`src/rtl/riscv_fetch_ctrl_if.sv`:
```
// ============================================================================
// Module      : riscv_fetch_ctrl_if
// Description : Fetch-side bus bundle: instruction-memory request/response,
//               decode hand-off and redirect.
// Revision    : 1.0 - initial release
// ============================================================================
`default_nettype none

interface riscv_fetch_ctrl_if;
  logic        req_valid;
  logic        req_ready;
  logic [63:0] req_addr;
  logic        rsp_valid;
  logic [31:0] rsp_data;
  logic        if_valid;
  logic        if_ready;
  logic [31:0] if_instr;
  logic [63:0] if_pc;
  logic        redirect_valid;
  logic [63:0] redirect_pc;

  modport master (
    output req_valid, req_addr, if_valid, if_instr, if_pc,
    input  req_ready, rsp_valid, rsp_data, if_ready, redirect_valid, redirect_pc
  );

  modport slave (
    input  req_valid, req_addr, if_valid, if_instr, if_pc,
    output req_ready, rsp_valid, rsp_data, if_ready, redirect_valid, redirect_pc
  );
endinterface

`default_nettype wire

```
`src/rtl/riscv_fetch_ctrl.sv`:
```
// ============================================================================
// Module      : riscv_fetch_ctrl
// Description : Single-outstanding instruction fetch controller with a
//               one-entry decode buffer and redirect/drain handling.
// Revision    : 1.0 - initial release
// ============================================================================
`default_nettype none

module riscv_fetch_ctrl #(
  parameter logic [63:0] RESETVEC = 64'h8000_0000
) (
  input  wire logic          clk,
  input  wire logic          reset,
  riscv_fetch_ctrl_if.master bus
);

  localparam logic [1:0] c_st_fetch = 2'd0;
  localparam logic [1:0] c_st_wait  = 2'd1;
  localparam logic [1:0] c_st_drain = 2'd2;
  localparam logic [1:0] c_st_full  = 2'd3;

  logic [1:0]  r_state;
  logic [1:0]  w_next_state;
  logic [63:0] r_pc;
  logic [63:0] r_inflight_pc;
  logic [31:0] r_if_instr;
  logic [63:0] r_if_pc;
  logic        w_req_fire;
  logic        w_capture;
  logic [63:0] w_redirect_pc;

  assign w_req_fire    = (r_state == c_st_fetch) && bus.req_ready;
  assign w_capture     = (r_state == c_st_wait) && bus.rsp_valid && !bus.redirect_valid;
  assign w_redirect_pc = bus.redirect_pc & ~64'h3;

  // State register
  always_ff @(posedge clk or posedge reset) begin
    if (reset) begin
      r_state <= c_st_fetch;
    end else begin
      r_state <= w_next_state;
    end
  end

  // Next-state logic
  always_comb begin
    w_next_state = r_state;
    case (r_state)
      c_st_fetch: begin
        if (w_req_fire) begin
          w_next_state = bus.redirect_valid ? c_st_drain : c_st_wait;
        end
      end
      c_st_wait: begin
        if (bus.redirect_valid) begin
          w_next_state = bus.rsp_valid ? c_st_fetch : c_st_drain;
        end else if (bus.rsp_valid) begin
          w_next_state = c_st_full;
        end
      end
      c_st_drain: begin
        // The stale response retires the outstanding request even if another
        // redirect lands in the same cycle, so nothing is left to drain.
        if (bus.rsp_valid) begin
          w_next_state = c_st_fetch;
        end
      end
      c_st_full: begin
        if (bus.redirect_valid || bus.if_ready) begin
          w_next_state = c_st_fetch;
        end
      end
      default: w_next_state = c_st_fetch;
    endcase
  end

  // Output logic; req_valid is also masked by reset so it is low while held
  always_comb begin
    bus.req_valid = (r_state == c_st_fetch) && !reset;
    bus.req_addr  = r_pc;
    bus.if_valid  = (r_state == c_st_full);
  end

  assign bus.if_instr = r_if_instr;
  assign bus.if_pc    = r_if_pc;

  // Program counter and in-flight address; redirect wins over sequential step
  always_ff @(posedge clk or posedge reset) begin
    if (reset) begin
      r_pc          <= RESETVEC;
      r_inflight_pc <= 64'h0;
    end else begin
      if (bus.redirect_valid) begin
        r_pc <= w_redirect_pc;
      end else if (w_req_fire) begin
        r_pc <= r_pc + 64'd4;
      end
      if (w_req_fire) begin
        r_inflight_pc <= r_pc;
      end
    end
  end

  // Decode buffer, loaded only from a response that is not being discarded
  always_ff @(posedge clk or posedge reset) begin
    if (reset) begin
      r_if_instr <= 32'h0;
      r_if_pc    <= 64'h0;
    end else if (w_capture) begin
      r_if_instr <= bus.rsp_data;
      r_if_pc    <= r_inflight_pc;
    end
  end

endmodule

`default_nettype wire

```
`src/flat_wrapper.sv`:
```
// flat-port wrapper written by rule: the top's interface ports become plain ports
module riscv_fetch_ctrl_flat 
#(
  parameter logic [63:0] RESETVEC = 64'h8000_0000
)
  (clk, reset, bus_req_valid, bus_req_addr, bus_if_valid, bus_if_instr, bus_if_pc, bus_req_ready, bus_rsp_valid, bus_rsp_data, bus_if_ready, bus_redirect_valid, bus_redirect_pc);
  riscv_fetch_ctrl_if bus_i ();
  input  wire logic clk;
  input  wire logic reset;
  output wire logic [$bits(bus_i.req_valid)-1:0] bus_req_valid;
  output wire logic [$bits(bus_i.req_addr)-1:0] bus_req_addr;
  output wire logic [$bits(bus_i.if_valid)-1:0] bus_if_valid;
  output wire logic [$bits(bus_i.if_instr)-1:0] bus_if_instr;
  output wire logic [$bits(bus_i.if_pc)-1:0] bus_if_pc;
  input wire logic [$bits(bus_i.req_ready)-1:0] bus_req_ready;
  input wire logic [$bits(bus_i.rsp_valid)-1:0] bus_rsp_valid;
  input wire logic [$bits(bus_i.rsp_data)-1:0] bus_rsp_data;
  input wire logic [$bits(bus_i.if_ready)-1:0] bus_if_ready;
  input wire logic [$bits(bus_i.redirect_valid)-1:0] bus_redirect_valid;
  input wire logic [$bits(bus_i.redirect_pc)-1:0] bus_redirect_pc;
  assign bus_req_valid = bus_i.req_valid;
  assign bus_req_addr = bus_i.req_addr;
  assign bus_if_valid = bus_i.if_valid;
  assign bus_if_instr = bus_i.if_instr;
  assign bus_if_pc = bus_i.if_pc;
  assign bus_i.req_ready = bus_req_ready;
  assign bus_i.rsp_valid = bus_rsp_valid;
  assign bus_i.rsp_data = bus_rsp_data;
  assign bus_i.if_ready = bus_if_ready;
  assign bus_i.redirect_valid = bus_redirect_valid;
  assign bus_i.redirect_pc = bus_redirect_pc;
  riscv_fetch_ctrl #(.RESETVEC(RESETVEC)) u_core (.clk(clk), .reset(reset), .bus(bus_i));
endmodule
```
`config.mk`:
```
export PLATFORM = sky130hd
export DESIGN_NAME = riscv_fetch_ctrl_flat
export DESIGN_NICKNAME = d
export VERILOG_FILES = /design/src/rtl/riscv_fetch_ctrl_if.sv /design/src/rtl/riscv_fetch_ctrl.sv /design/src/flat_wrapper.sv
export SDC_FILE = /design/constraint.sdc
export NUM_CORES = 1
export LEC_CHECK = 0
export CORE_MARGIN = 3
export CORE_UTILIZATION = 23
export CTS_CLUSTER_DIAMETER = 100
export DETAILED_ROUTE_END_ITERATION = 10
export GPL_TIMING_DRIVEN = 1
export SLEW_MARGIN = 20
export SYNTH_ARGS = -nofsm -noshare
export SYNTH_HDL_FRONTEND = slang
export SYNTH_SLANG_ARGS = --single-unit
```
`constraint.sdc`:
```
create_clock -name clk -period 8.3 [get_ports clk]
set_input_delay 2.075 -clock clk [delete_from_list [all_inputs] [get_ports clk]]
set_output_delay 2.075 -clock clk [all_outputs]
set_load 0.02 [all_outputs]
```
======== Word level (Yosys, flattened, before mapping) ========
Index checks and enable logic that the tools add are counted.
cells by class
  $add $sub $neg .......................... 1
  equality and inequality tests ........... 7
  multiplexer cells ....................... 10
  reduce and logical (&&, ||, !) cells .... 10
operator list
  operator                                             count
  2-to-1 mux 64 bit                                    2
  adder 64 x 3 -> 64 bit, second input constant        1
  2-to-1 mux 2 bit                                     7
  one-hot mux 2 bit (4 select lines)                   1
  equality test 2 bit, second input constant           2
  logical AND 1 bit                                    4
  != test 2 x 1 -> 1 bit, second input constant        2
  AND reduction 4 bit                                  1
  != test 3 bit, second input constant                 1
  equality test 2 x 1 -> 1 bit, second input constant  1
  logical NOT 1 bit                                    2
  logical NOT 2 bit                                    1
  != test 2 bit, second input constant                 1
  nonzero test 2 bit                                   1
  logical OR 1 bit                                     1
storage, ports and cells
  bits in registers ....................... 226
  output and inout bits ................... 162

======== Logic depth before layout (Yosys ltp) ========
Gate-level depths: netlist of run 1.
  word-level depth ........................ 4
  depth in mapped cells ................... 8
  depth with buffers taken out ............ 6

======== Worst setup path before layout of run 1 ========
OpenSTA, ideal clock, no wires.
  kind .................................... input port to output port
  start ................................... input reset
  end ..................................... output bus_req_valid
  arrival time ............................ 2.530 ns
  required time ........................... 6.225 ns
  setup slack ............................. 3.695 ns
  stages on the path ...................... 1
  path buffers ............................ 0
  cells stage by stage .................... nor3_1
on the way
  cells in the longest elaborated chain, start to end .. 2
RTL lines
  what                                line                    source
  start, declared                     flat_wrapper.sv:9       input wire logic reset;
  logical NOT 1 bit (no source line)  -
  logical AND 1 bit                   riscv_fetch_ctrl.sv:79  bus.req_valid = (r_state == c_st_fetch) && !reset;
  end, declared                       flat_wrapper.sv:10      output wire logic [$bits(bus_i.req_valid)-1:0] bus_req_valid;
No other way between the ends.

======== Final worst setup path of run 1 ========
Ends and elaborated chain as after synthesis.

==> results of run 1 <==
metal layers:
layer  share of wire, %  wire [um]  track usage (%)  vias to the layer above
li1                   -          -                -                     3321
met1                 43      11900             16.1                     3571
met2                 47      13100             20.3                      214
met3                7.7       2140             3.45                       32
met4                1.7        461             3.07                        2
met5              0.047         13                0                        -
cells in the mapped netlist (all sizes together), types with 8 or more instances:
cell	instances
mux2	156
buf	20
or4	8
dfrtp	219
o21ai	48
nor4	8
inv	9
nor2	32
a31oi	16
xor2	26
nand4	31
and3	9
clkbuf	26
nand2	65
or3	11
xnor2	9
nand3	28
placed cells by master, fill, tap and decap left out, types with 7 or more instances in the layout:
cell type / synthesis / layout
o31ai_1: 7 / 7
o21ai_0: 48 / 48
or3_1: 11 / 11
xnor2_1: 9 / 9
inv_1: 9 / 8
nand4_1: 28 / 28
and2_1: 7 / 7
nand2_1: 65 / 65
clkdlybuf4s50_1: 0 / 256
dfrtp_1: 219 / 219
a31oi_1: 16 / 16
xor2_1: 26 / 26
mux2_2: 156 / 156
clkbuf_16: 0 / 27
nand3_1: 28 / 28
buf_4: 4 / 10
and3_1: 9 / 9
or4_1: 8 / 8
nor2_1: 32 / 32
cell families after synthesis:
| family | share of synthesized area (%) |
|---|---|
| compound gates | 5.72 |
| simple gates | 12.6 |
| xor+xnor | 3.19 |
| other cells | 0.0390 |
| buf+inv | 2.46 |
| flops | 57.3 |
| fa+ha+maj | 0.130 |
| mux | 18.5 |
flip-flops by register name, summed over array words and instances (netlist names):
register,flops
u_core.r_inflight_pc,62
u_core.bus.req_addr,62
u_core.bus.if_instr,32
u_core.r_state,2
u_core.bus.if_pc,62
critical path, delay by kind of cell:
family	cells	cell delay, ps
buffers and inverters	2	1140
and+or+nand+nor	1	170
cell type report:
class	instances	area, um2
well taps	532	666
multi-input cells	510	3890
flip-flops and latches	220	5510
repair buffers	268	2660
inverters	9	41.3
clock buffers	34	762
fillers	4068	27300
clock inverters	16	203
power breakdown:
part	switching [uW]	internal (uW)
Clock	479	776
Combinational	653	798
Sequential	244	1470
Total	1380	3050
worst max-delay path by stage:
stage	startpoint	end	slack (ps)	cells past startpoint
5_1_grt	reset	bus_req_valid	2800	3
3_3_place_gp	reset	bus_req_valid	2830	3
4_1_cts	reset	bus_req_valid	2830	3
2_1_floorplan	reset	u_core.bus.if_instr[0]$_DFFE_PP0P_	210	1
3_5_place_dp	reset	bus_req_valid	2830	3
6_report	reset	bus_req_valid	2840	3
per-stage QoR:
stage	utilization [%]	cell area, um2	hold WS, ps	setup slack (ps)	power (uW)
floorplan	-	9620	475	206	2470
global placement	31.1	12800	483	2830	3180
detailed placement	31.1	12800	490	2830	3210
CTS	33.5	13700	501	2830	4510
global route	33.5	13700	513	2800	4670
finish	33.5	13700	499	2840	4420
==> flow_metrics.tcl, run 1 <==
set metrics [dict create \
    outcome "finished clean" \
    fin_nets 1139 \
    synth_cells 782 \
    h-tree-depth 1 \
    hpwl_mm 19.2 \
    ctsHoldBuffers 0 \
    synth_flop_cell "dfrtp_1" \
    die_h_um 210 \
    synth_top_area_cell "dfrtp_1" \
    synth-seq-cells 220 \
    worst_pin_slew_ps 912 \
    avgSynthCellArea_um2 12.3 \
    hold_viol 0 \
    synth_area_leaders "dfrtp_1, mux2_2, nand2_1" \
    yosysTopAreaCellShare_pct 57.0 \
    first_iter_violations 365 \
    place_inst 1539 \
    post-route-min-period_ps 5460 \
    die_x_um 210 \
    grt-ovfl-total 0 \
    p_per_area_mw_per_mm2 322 \
    initial_core_util_pct 23.4 \
    fp.dieArea_mm2 0.0443 \
    skew_ps 20.9 \
    stdcell_count 1589 \
    synthArstFlopShare_pct 100 \
    cap_violations 0 \
    hold_path_depth 1 \
    clock_latency_ps 540 \
    hold_class "reg2reg" \
    grt_pass1_wl_mm 43.4 \
    rows 74 \
    r2r_cells 6 \
    hold_start "u_core.r_inflight_pc[8]$_DFFE_PP0P_" \
    leakage_uw 0.00546 \
    crit_required_ps 6230 \
    wl_mm 27.7 \
    max_freq_ghz 0.183 \
    end_kind "output port" \
    r2r-end "u_core.bus.req_addr[61]$_DFFE_PP0N_" \
    worstSetupStartpointType "input port" \
    n_antenna_cell 0 \
    fin_tns_setup_ps 0 \
    holdPathEnd "u_core.r_inflight_pc[8]$_DFFE_PP0P_" \
    drive_gt1_share_pct 22.1 \
    synth.distinct_cells 45 \
    cpPeakStageDelay_ps 630 \
    crit_top_cell "clkdlybuf4s50_1" \
    cts.sinks 220 \
    setup_viol 0 \
    wl_per_cell_um 17.4 \
    numCtsBuffers 27 \
    area_growth_pct 42.9 \
    antenna_found_initial 1 \
    worstPathArrival_ps 3390 \
    ant_nets 0 \
    synth_area_mm2 0.00961 \
    ys_seq_area_share_pct 57.3 \
    cts.clk_slew.worst_paths_ps 60 \
    yosys_warnings 0 \
    crit_type "in2out" \
    cts_root_buffer "clkbuf_16" \
    ioPinCount 264 \
    drc 0 \
    r2r_slack_ps 5460 \
    viasPerCell 4.49 \
    grt_max_degree 114 \
    maxSlewHeadroom_pct 39.1 \
    cp_max_fo 2 \
    path_cells "clkdlybuf4s50_1 > nor3_1 > clkdlybuf4s50_1" \
    postCtsResizedCells 0 \
    grt_use_total_pct 12.3 \
    gp_congestion 0.744 \
    vias 7140 \
    firstDrtPassIters 4 \
    port_buffers 257 \
    core_region_area_mm2 0.0410 \
    timing.rr.start "u_core.r_state[1]$_DFFE_PP0P_" \
    cts_tree "built" \
    slew_violations 0 \
    grt_pass1_vias 7351 \
    synth_edf_count 0 \
    cts_setup_buffers 0 \
    rsz0062_at_grt "no" \
    clk_path_buf_depth 3 \
    cp_slowest_cell "clkdlybuf4s50_1" \
    finalCritPeriodShare_pct 65.8 \
    peakVddDrop_mv 0.168 \
]
Note: power is estimated with default switching activity, not from simulation.
==> run 2, diff against run 1 <==
- clock period: 8.3 -> 4.9 ns (I/O delays scaled with it)
==> run 2 against run 1 <==
  * Worst hold slack worse by 2.0 ps
  * Power up 66%
  * Die area is the same
  * Count of clock-buffer cells in the layout rose by 1
  * Largest power group unchanged
  * Largest cell class unchanged
==> flow_metrics.tcl, run 2 (synthesized netlist as in run 1, its figures left out) <==
set metrics [dict create \
    skew_ps 13.1 \
    wl_mm 28.0 \
    area_growth_pct 42.5 \
    worst_pin_slew_ps 765 \
    gp_congestion 0.759 \
    place_ws_ps 1040 \
    peakVddDrop_mv 0.328 \
    timing.final.ws_setup_ps 1210 \
    clk_path_buf_depth 3 \
    die_x_um 210 \
    max_freq_ghz 0.271 \
    first_iter_violations 325 \
    worstSetupStartpointType "input port" \
    grt_use_total_pct 12.4 \
    hpwl_mm 19.8 \
    fin_tns_setup_ps 0 \
    wl_per_cell_um 17.6 \
    outcome "finished clean" \
    cts_root_buffer "clkbuf_16" \
    switchingPower_uw 2300 \
    cts_tree "built" \
    final_common_cell "clkdlybuf4s50_1" \
    rsz0062_at_grt "no" \
    mostFrequentLayoutCells "clkdlybuf4s50_1, dfrtp_1, mux2_2" \
    maxSlewHeadroom_pct 48.9 \
    cts.sinks 220 \
    antenna_found_initial 3 \
    die_h_um 210 \
    leakage_uw 0.00544 \
    p_seq_share_pct 39.6 \
    end_kind "output port" \
    grt_pass1_vias 7448 \
    p_per_area_mw_per_mm2 536 \
    cap_violations 0 \
    crit_type "in2out" \
    post-route-min-period_ps 3690 \
    vias 7222 \
    ant_nets 0 \
    grt-ovfl-total 0 \
    numCtsBuffers 27 \
    drc 0 \
    postCtsResizedCells 0 \
    fillers 4123 \
    p_int_uw 5030 \
    clock_power_share_pct 26.9 \
    cp_max_fo 2 \
    worstPathArrival_ps 2470 \
    hold_viol 0 \
    core_region_area_mm2 0.0410 \
    cts.clk_slew.worst_paths_ps 60 \
    comb_power_share_pct 33.6 \
    drive_gt1_share_pct 21.9 \
    cts_setup_buffers 0 \
    rows 74 \
    timing.hold.ws_ps 497 \
    slew_violations 0 \
    h-tree-depth 1 \
    viasPerCell 4.54 \
    grt_max_degree 92 \
    finalCritPeriodShare_pct 75.4 \
    grt_pass1_wl_mm 43.9 \
    ctsHoldBuffers 0 \
    port_buffers 257 \
    switching_share_pct 31.3 \
    initial_core_util_pct 23.4 \
    fp.dieArea_mm2 0.0443 \
    setup_viol 0 \
    ioPinCount 264 \
    firstDrtPassIters 4 \
    clock_latency_ps 530 \
    fin_nets 1142 \
    crit_required_ps 3670 \
    hold_class "reg2reg" \
]
## run 2: worst max-delay path, cell delays in order
cell,delay (ps)
clkdlybuf4s50_1,460
nor3_1,150
clkdlybuf4s50_1,630
## run 2: metrics by stage
step / utilization (%) / total power, uW / cells / cell area (um2)
after CTS: 33.4 / 7470 / 1588 / 13700
final: 33.4 / 7330 / 1591 / 13700
after global placement: 31.2 / 5380 / 1542 / 12800
after detailed placement: 31.2 / 5440 / 1542 / 12800
after floorplan: - / 4180 / 785 / 9620
after global routing: 33.4 / 7740 / 1591 / 13700
## run 2: worst paths after layout
kind,start,endpoint,slack [ps],cells after the start
max,reset,bus_req_valid,1210,3
min,u_core.r_inflight_pc[49]$_DFFE_PP0P_,u_core.bus.if_pc[49]$_DFFE_PP0P_,500,1
max reg2reg,u_core.bus.req_addr[22]$_DFFE_PP0N_,u_core.bus.req_addr[61]$_DFFE_PP0N_,2000,5
min reg2reg,u_core.r_inflight_pc[49]$_DFFE_PP0P_,u_core.bus.if_pc[49]$_DFFE_PP0P_,500,1
max in group asynchronous,reset,u_core.r_inflight_pc[37]$_DFFE_PP0P_,2850,3
min in group asynchronous,reset,u_core.bus.if_pc[11]$_DFFE_PP0P_,1160,2
## run 2: power by group through the flow
stage	registers, uW	logic [uW]	clock network [uW]
after floorplan	3390	790	0
after global routing	3010	2620	2110
after detailed placement	2950	2490	0
after CTS	2920	2500	2050
after global placement	2920	2460	0
final	2900	2460	1970
## run 2: layout make-up
| cell class | instances | area, um2 | share of cell area [%] |
|---|---|---|---|
| Antenna cell | 3 | 7.51 | 0.0548 |
| Clock buffer | 35 | 756 | 5.52 |
| Clock inverter | 11 | 115 | 0.841 |
| Inverter | 9 | 37.5 | 0.274 |
| Multi-Input combinational cell | 510 | 3890 | 28.4 |
| Sequential cell | 220 | 5510 | 40.2 |
| Tap cell | 532 | 666 | 4.86 |
| Timing Repair Buffer | 271 | 2710 | 19.8 |
## run 2: metal layers
metal | vias up | track usage [%] | routed length, um
met5 | - | 0 | 0
li1 | 3339 | - | -
met1 | 3629 | 16.1 | 12400
met3 | 39 | 2.93 | 1870
met4 | 0 | 3.63 | 519
met2 | 215 | 20.7 | 13300
